## config.mk

```make
export PLATFORM = sky130hd
export DESIGN_NAME = uart_tx_param
export DESIGN_NICKNAME = d
export VERILOG_FILES = /design/src/rtl/uart_tx_param.sv
export SDC_FILE = /design/constraint.sdc
export NUM_CORES = 1
export LEC_CHECK = 0
export ABC_AREA = 1
export CAP_MARGIN = 40
export CORE_MARGIN = 3
export CORE_UTILIZATION = 50
export DETAILED_ROUTE_END_ITERATION = 7
export PLACE_DENSITY = 0.71
export SLEW_MARGIN = 20
export SYNTH_ARGS = -nofsm -noshare
export SYNTH_HDL_FRONTEND = slang
export SYNTH_SLANG_ARGS = --single-unit
```

## constraint.sdc

```tcl
create_clock -name clk -period 3.5 [get_ports clk]
set_input_delay 0.7 -clock clk [delete_from_list [all_inputs] [get_ports clk]]
set_output_delay 0.7 -clock clk [all_outputs]
set_load 0.01 [all_outputs]
```

## src/rtl/uart_tx_param.sv

```systemverilog
// uart_tx_param: parametrised UART transmitter (start, DATA_BITS LSB-first, optional parity, STOP_BITS stop bits).
// Define UART_TX_FIFO_EN to put a FIFO_DEPTH-entry FIFO in front of the serialiser and expose fifo_count.
module uart_tx_param #(
  parameter int CLKS_PER_BIT = 348,
  parameter int DATA_BITS    = 8,
  parameter int PARITY       = 0,
  parameter int STOP_BITS    = 1,
  parameter int FIFO_DEPTH   = 16
) (
  input  logic                 clk,
  input  logic                 rst,
  input  logic [DATA_BITS-1:0] tx_data,
  input  logic                 tx_valid,
  output logic                 tx_ready,
  output logic                 txd,
  output logic                 busy
`ifdef UART_TX_FIFO_EN
  ,
  output logic [$clog2(FIFO_DEPTH):0] fifo_count
`endif
);

  localparam int BAUD_W = $clog2(CLKS_PER_BIT);
  localparam logic [BAUD_W-1:0] LAST_BAUD = BAUD_W'(CLKS_PER_BIT - 1);
  localparam logic [3:0] LAST_DATA = 4'(DATA_BITS - 1);
  localparam logic [3:0] LAST_STOP = 4'(STOP_BITS - 1);
  localparam bit HAS_PARITY = (PARITY != 0);

  if (CLKS_PER_BIT < 2) begin : g_bad_clks_per_bit
    $error("uart_tx_param: CLKS_PER_BIT must be at least 2");
  end
  if (DATA_BITS < 5 || DATA_BITS > 9) begin : g_bad_data_bits
    $error("uart_tx_param: DATA_BITS must be in 5..9");
  end
  if (PARITY < 0 || PARITY > 2) begin : g_bad_parity
    $error("uart_tx_param: PARITY must be 0, 1 or 2");
  end
  if (STOP_BITS != 1 && STOP_BITS != 2) begin : g_bad_stop_bits
    $error("uart_tx_param: STOP_BITS must be 1 or 2");
  end
  if (FIFO_DEPTH < 2 || (FIFO_DEPTH & (FIFO_DEPTH - 1)) != 0) begin : g_bad_fifo_depth
    $error("uart_tx_param: FIFO_DEPTH must be a power of two >= 2");
  end

  typedef enum logic [2:0] {
    ST_IDLE,
    ST_START,
    ST_DATA,
    ST_PARITY,
    ST_STOP
  } state_t;

  state_t                state, state_n;
  logic [BAUD_W-1:0]     baud_cnt, baud_n;
  logic [3:0]            bit_cnt, bit_n;
  logic [DATA_BITS-1:0]  shift_reg, shift_n;
  logic                  par_bit, par_n;
  logic                  txd_n;
  logic                  bit_end;
  logic                  load;
  logic [DATA_BITS-1:0]  load_data;

`ifdef UART_TX_FIFO_EN
  localparam int PTR_W = $clog2(FIFO_DEPTH);
  localparam int CNT_W = PTR_W + 1;
  localparam logic [CNT_W-1:0] FULL_COUNT = CNT_W'(FIFO_DEPTH);

  logic [DATA_BITS-1:0] mem [FIFO_DEPTH];
  logic [PTR_W-1:0]     wr_ptr, rd_ptr;
  logic [CNT_W-1:0]     count;
  logic                 push, pop;

  assign tx_ready   = (count != FULL_COUNT) && !rst;
  assign push       = tx_valid && tx_ready;
  assign pop        = (state == ST_IDLE) && (count != '0);
  assign load       = pop;
  assign load_data  = mem[rd_ptr];
  assign fifo_count = count;
  assign busy       = (state != ST_IDLE) || (count != '0);

  // Pointers wrap naturally because FIFO_DEPTH is a power of two.
  always_ff @(posedge clk) begin
    if (rst) begin
      wr_ptr <= '0;
      rd_ptr <= '0;
      count  <= '0;
    end else begin
      if (push) begin
        mem[wr_ptr] <= tx_data;
        wr_ptr      <= wr_ptr + 1'b1;
      end
      if (pop) begin
        rd_ptr <= rd_ptr + 1'b1;
      end
      case ({push, pop})
        2'b10:   count <= count + 1'b1;
        2'b01:   count <= count - 1'b1;
        default: ;
      endcase
    end
  end
`else
  assign tx_ready  = (state == ST_IDLE) && !rst;
  assign load      = tx_valid && tx_ready;
  assign load_data = tx_data;
  assign busy      = (state != ST_IDLE);
`endif

  assign bit_end = (baud_cnt == LAST_BAUD);

  // txd_n is the level for the current state, so the line lags the state by one clock.
  always_comb begin
    state_n = state;
    baud_n  = baud_cnt;
    bit_n   = bit_cnt;
    shift_n = shift_reg;
    par_n   = par_bit;
    txd_n   = 1'b1;
    case (state)
      ST_IDLE: begin
        if (load) begin
          state_n = ST_START;
          baud_n  = '0;
          bit_n   = '0;
          shift_n = load_data;
          par_n   = (PARITY == 2) ? ^load_data : ~^load_data;
        end
      end
      ST_START: begin
        txd_n = 1'b0;
        if (bit_end) begin
          state_n = ST_DATA;
          baud_n  = '0;
          bit_n   = '0;
        end else begin
          baud_n = baud_cnt + 1'b1;
        end
      end
      ST_DATA: begin
        txd_n = shift_reg[0];
        if (bit_end) begin
          baud_n  = '0;
          shift_n = shift_reg >> 1;
          if (bit_cnt == LAST_DATA) begin
            bit_n = '0;
            if (HAS_PARITY) begin
              state_n = ST_PARITY;
            end else begin
              state_n = ST_STOP;
            end
          end else begin
            bit_n = bit_cnt + 4'd1;
          end
        end else begin
          baud_n = baud_cnt + 1'b1;
        end
      end
      ST_PARITY: begin
        txd_n = par_bit;
        if (bit_end) begin
          state_n = ST_STOP;
          baud_n  = '0;
          bit_n   = '0;
        end else begin
          baud_n = baud_cnt + 1'b1;
        end
      end
      ST_STOP: begin
        txd_n = 1'b1;
        if (bit_end) begin
          baud_n = '0;
          if (bit_cnt == LAST_STOP) begin
            state_n = ST_IDLE;
            bit_n   = '0;
          end else begin
            bit_n = bit_cnt + 4'd1;
          end
        end else begin
          baud_n = baud_cnt + 1'b1;
        end
      end
      default: begin
        state_n = ST_IDLE;
      end
    endcase
  end

  always_ff @(posedge clk) begin
    if (rst) begin
      state     <= ST_IDLE;
      baud_cnt  <= '0;
      bit_cnt   <= '0;
      shift_reg <= '0;
      par_bit   <= 1'b0;
      txd       <= 1'b1;
    end else begin
      state     <= state_n;
      baud_cnt  <= baud_n;
      bit_cnt   <= bit_n;
      shift_reg <= shift_n;
      par_bit   <= par_n;
      txd       <= txd_n;
    end
  end

endmodule

```

==> metrics <==
Final Setup Violations=0; fmax=381 MHz; die area=3860 sq um; DRT Pass-1 Iters=4; I/O pins=14; vias per cell=4.86; Synth cell types=32; Synth Instances=224; Rows=19; area grow syn2layout=13.6%; hold_ws=0.457 ns; largest net degree at the start of global routing=20; RSZ-0062 raised after global routing=no; final instance area=1790 sq um; placed cell areas=1740 sq um; Reg power frac=0.316; setup TNS=0 ns; DR DRC count=0; # Post-CTS Setup Buffers=0; vias in the first global route=1,201; pwr/cell area=748 nW/um^2; cts-stage hold buffer count=0; CTS sink cnt=26; leakage=0.770 nW; Routed Antenna Nets=0; Initial Util=0.547; total of max-cap violations=0; cell mode on critical path=clkdlybuf4s50_1; Post-CTS Resized=0; kind of critical path=input pin to primary output; GPL Wtd Cong=0.758; CP cell instances=clkdlybuf4s50_1 > nor2_1 > clkdlybuf4s50_1; Synth Net Count=238; vias post-DR=1,361; hpwl dp=2180 um; max FFs per register=9; Clock Tree Buf Depth=2; 1st-iter DRT viols=72; Yosys reg bits=26; initial antenna violation count=0; switching share of power=0.450; Slew headroom=0.747; Cell Int Power=735 uW; P_sw=602 uW; Worst Tran Pin Value=0.379 ns; clock slew at reported path FFs=0.14 ns; Mapped Area=1570 sq um; CP Max Fanout=7; post-layout instance count excluding filler cells=280; Critical Path Max Stage Delay=0.54 ns; Synth Area per Inst=7.03 sq um; htree depth=1; sequential fraction of the synthesis area=0.331; Layout Nets=253; CP Launch Type=input pin; GRT Util Overall=0.167; endpoints failing hold=0; Buffers on Ports=13; CTS tree=built; WL final=2940 um; Req. time, crit path=2.80 ns; first-pass GRT wire length=5370 um; CTS Buf Count=3; Slew Limit Fails=0; asr flop ratio synth=0; worst slack at placement=0.863 ns; Peak VDD IR=393 uV; combinational share of power=0.527; synth warn=0; status=completed; fin worst setup slack=0.872 ns; Layout Skew=0.00225 ns; Worst path slowest cell=clkdlybuf4s50_1; Power, Total=1.34 mW; Clk pwr share=0.156; kind of end point of the critical path=primary output; Post-synth EDFFs=0; Core Footprint=2880 sq um; Hold/Removal Path Class=flip-flop to flip-flop; n_diodes=0; root buffer cell=clkbuf_4; routed length per instance=10.5 um; ratio of cells with drive above 1 in the final layout=0.130; Die Y=62.1 um; Final Util=0.622; Die X=62.1 um; clk_lat worst skew=0.32 ns; ys flop type=dfxtp_1; # placed instances=276; Tmin final=2.63 ns; grt total ovfl=0; critical path arrival=1.93 ns; Tcrit/Tclk final=0.751
layout by cell type, fill, tap and decap left out, drive strengths merged:
| cell | synthesis | routed |
|---|---|---|
| bufinv | 0 | 1 |
| o211ai | 1 | 1 |
| nand2 | 63 | 63 |
| nand4 | 3 | 3 |
| nor3 | 4 | 4 |
| a31oi | 2 | 2 |
| nor2 | 26 | 26 |
| ha | 3 | 3 |
| inv | 31 | 31 |
| dfxtp | 26 | 26 |
| or2 | 1 | 1 |
| clkbuf | 0 | 3 |
| o21ai | 17 | 17 |
| xor2 | 5 | 5 |
| a21oi | 21 | 21 |
| nand2b | 1 | 1 |
| nand3 | 11 | 11 |
| a21boi | 2 | 2 |
| xnor2 | 4 | 4 |
| clkdlybuf4s50 | 0 | 13 |
power by group through the flow:
stage	clock network, mW	logic [mW]	registers [mW]
finish	0.209	0.705	0.423
detailed placement	0	0.705	0.430
floorplan	0	0.583	0.421
global route	0.231	0.791	0.431
CTS	0.214	0.710	0.423
global placement	0	0.703	0.429
layout make-up:
cell class                 count  area [sq um]
clock inverter                 1          30.0
tap                           42          52.6
clock buffer                   3          22.5
fill                         273          1090
inverter                      31           126
timing repair buffer          13           130
multi-input combinational    164           906
sequential                    26           520
synthesized netlist by cell type (2+ instances only):
library cell   n  area share
a21boi_0       2      0.0095
a21oi_1       19       0.060
a21oi_2        2       0.011
a31oi_1        2      0.0079
buf_2          2      0.0064
dfxtp_1       26        0.33
ha_1           3       0.024
inv_1         24       0.057
inv_2          4      0.0095
inv_4          2      0.0079
nand2_1       52        0.12
nand2_2        5       0.020
nand2_4        4       0.029
nand2_8        2       0.025
nand3_1       11       0.035
nand4_1        2      0.0079
nor2_1        23       0.055
nor2_2         2      0.0079
nor3_1         2      0.0064
nor3_2         2       0.013
o21ai_0        7       0.022
o21ai_1        9       0.029
xnor2_1        4       0.022
xor2_1         5       0.028
per-layer routing:
metal / routed length, um / up-vias / global-route usage
met5: 0 / - / 0
met4: 31 / 0 / 0.0635
met3: 76 / 4 / 0.0324
met2: 1220 / 14 / 0.241
met1: 1610 / 597 / 0.246
li1: - / 746 / -
worst max-delay path: cells and delay by family:
family / cells / cell delay [ns]
and+or+nand+nor: 1 / 0.15
buffers and inverters: 2 / 1.08
worst paths after layout:
check | depth (start not counted) | endpoint | slack, ns | startpoint
worst max register to register | 8 | shift_reg[3]$_SDFFE_PP0P_ | 1.98 | baud_cnt[0]$_SDFFE_PP0P_
worst min-delay path | 2 | shift_reg[3]$_SDFFE_PP0P_ | 0.46 | shift_reg[3]$_SDFFE_PP0P_
worst min register to register | 2 | shift_reg[3]$_SDFFE_PP0P_ | 0.46 | shift_reg[3]$_SDFFE_PP0P_
worst max-delay path | 3 | tx_ready | 0.87 | rst
logic make-up (layout without fill, tap and decap cells):
family / Yosys count / after routing / synth area share
buffers and inverters: 34 / 48 / 0.0938
AO/OA/AOI/OAI: 43 / 43 / 0.150
adder cells (fa/ha/maj): 3 / 3 / 0.0238
XOR/XNOR: 9 / 9 / 0.0501
AND/OR/NAND/NOR: 109 / 109 / 0.351
flip-flops: 26 / 26 / 0.331
No activity file was read; power rests on OpenSTA's default activity.
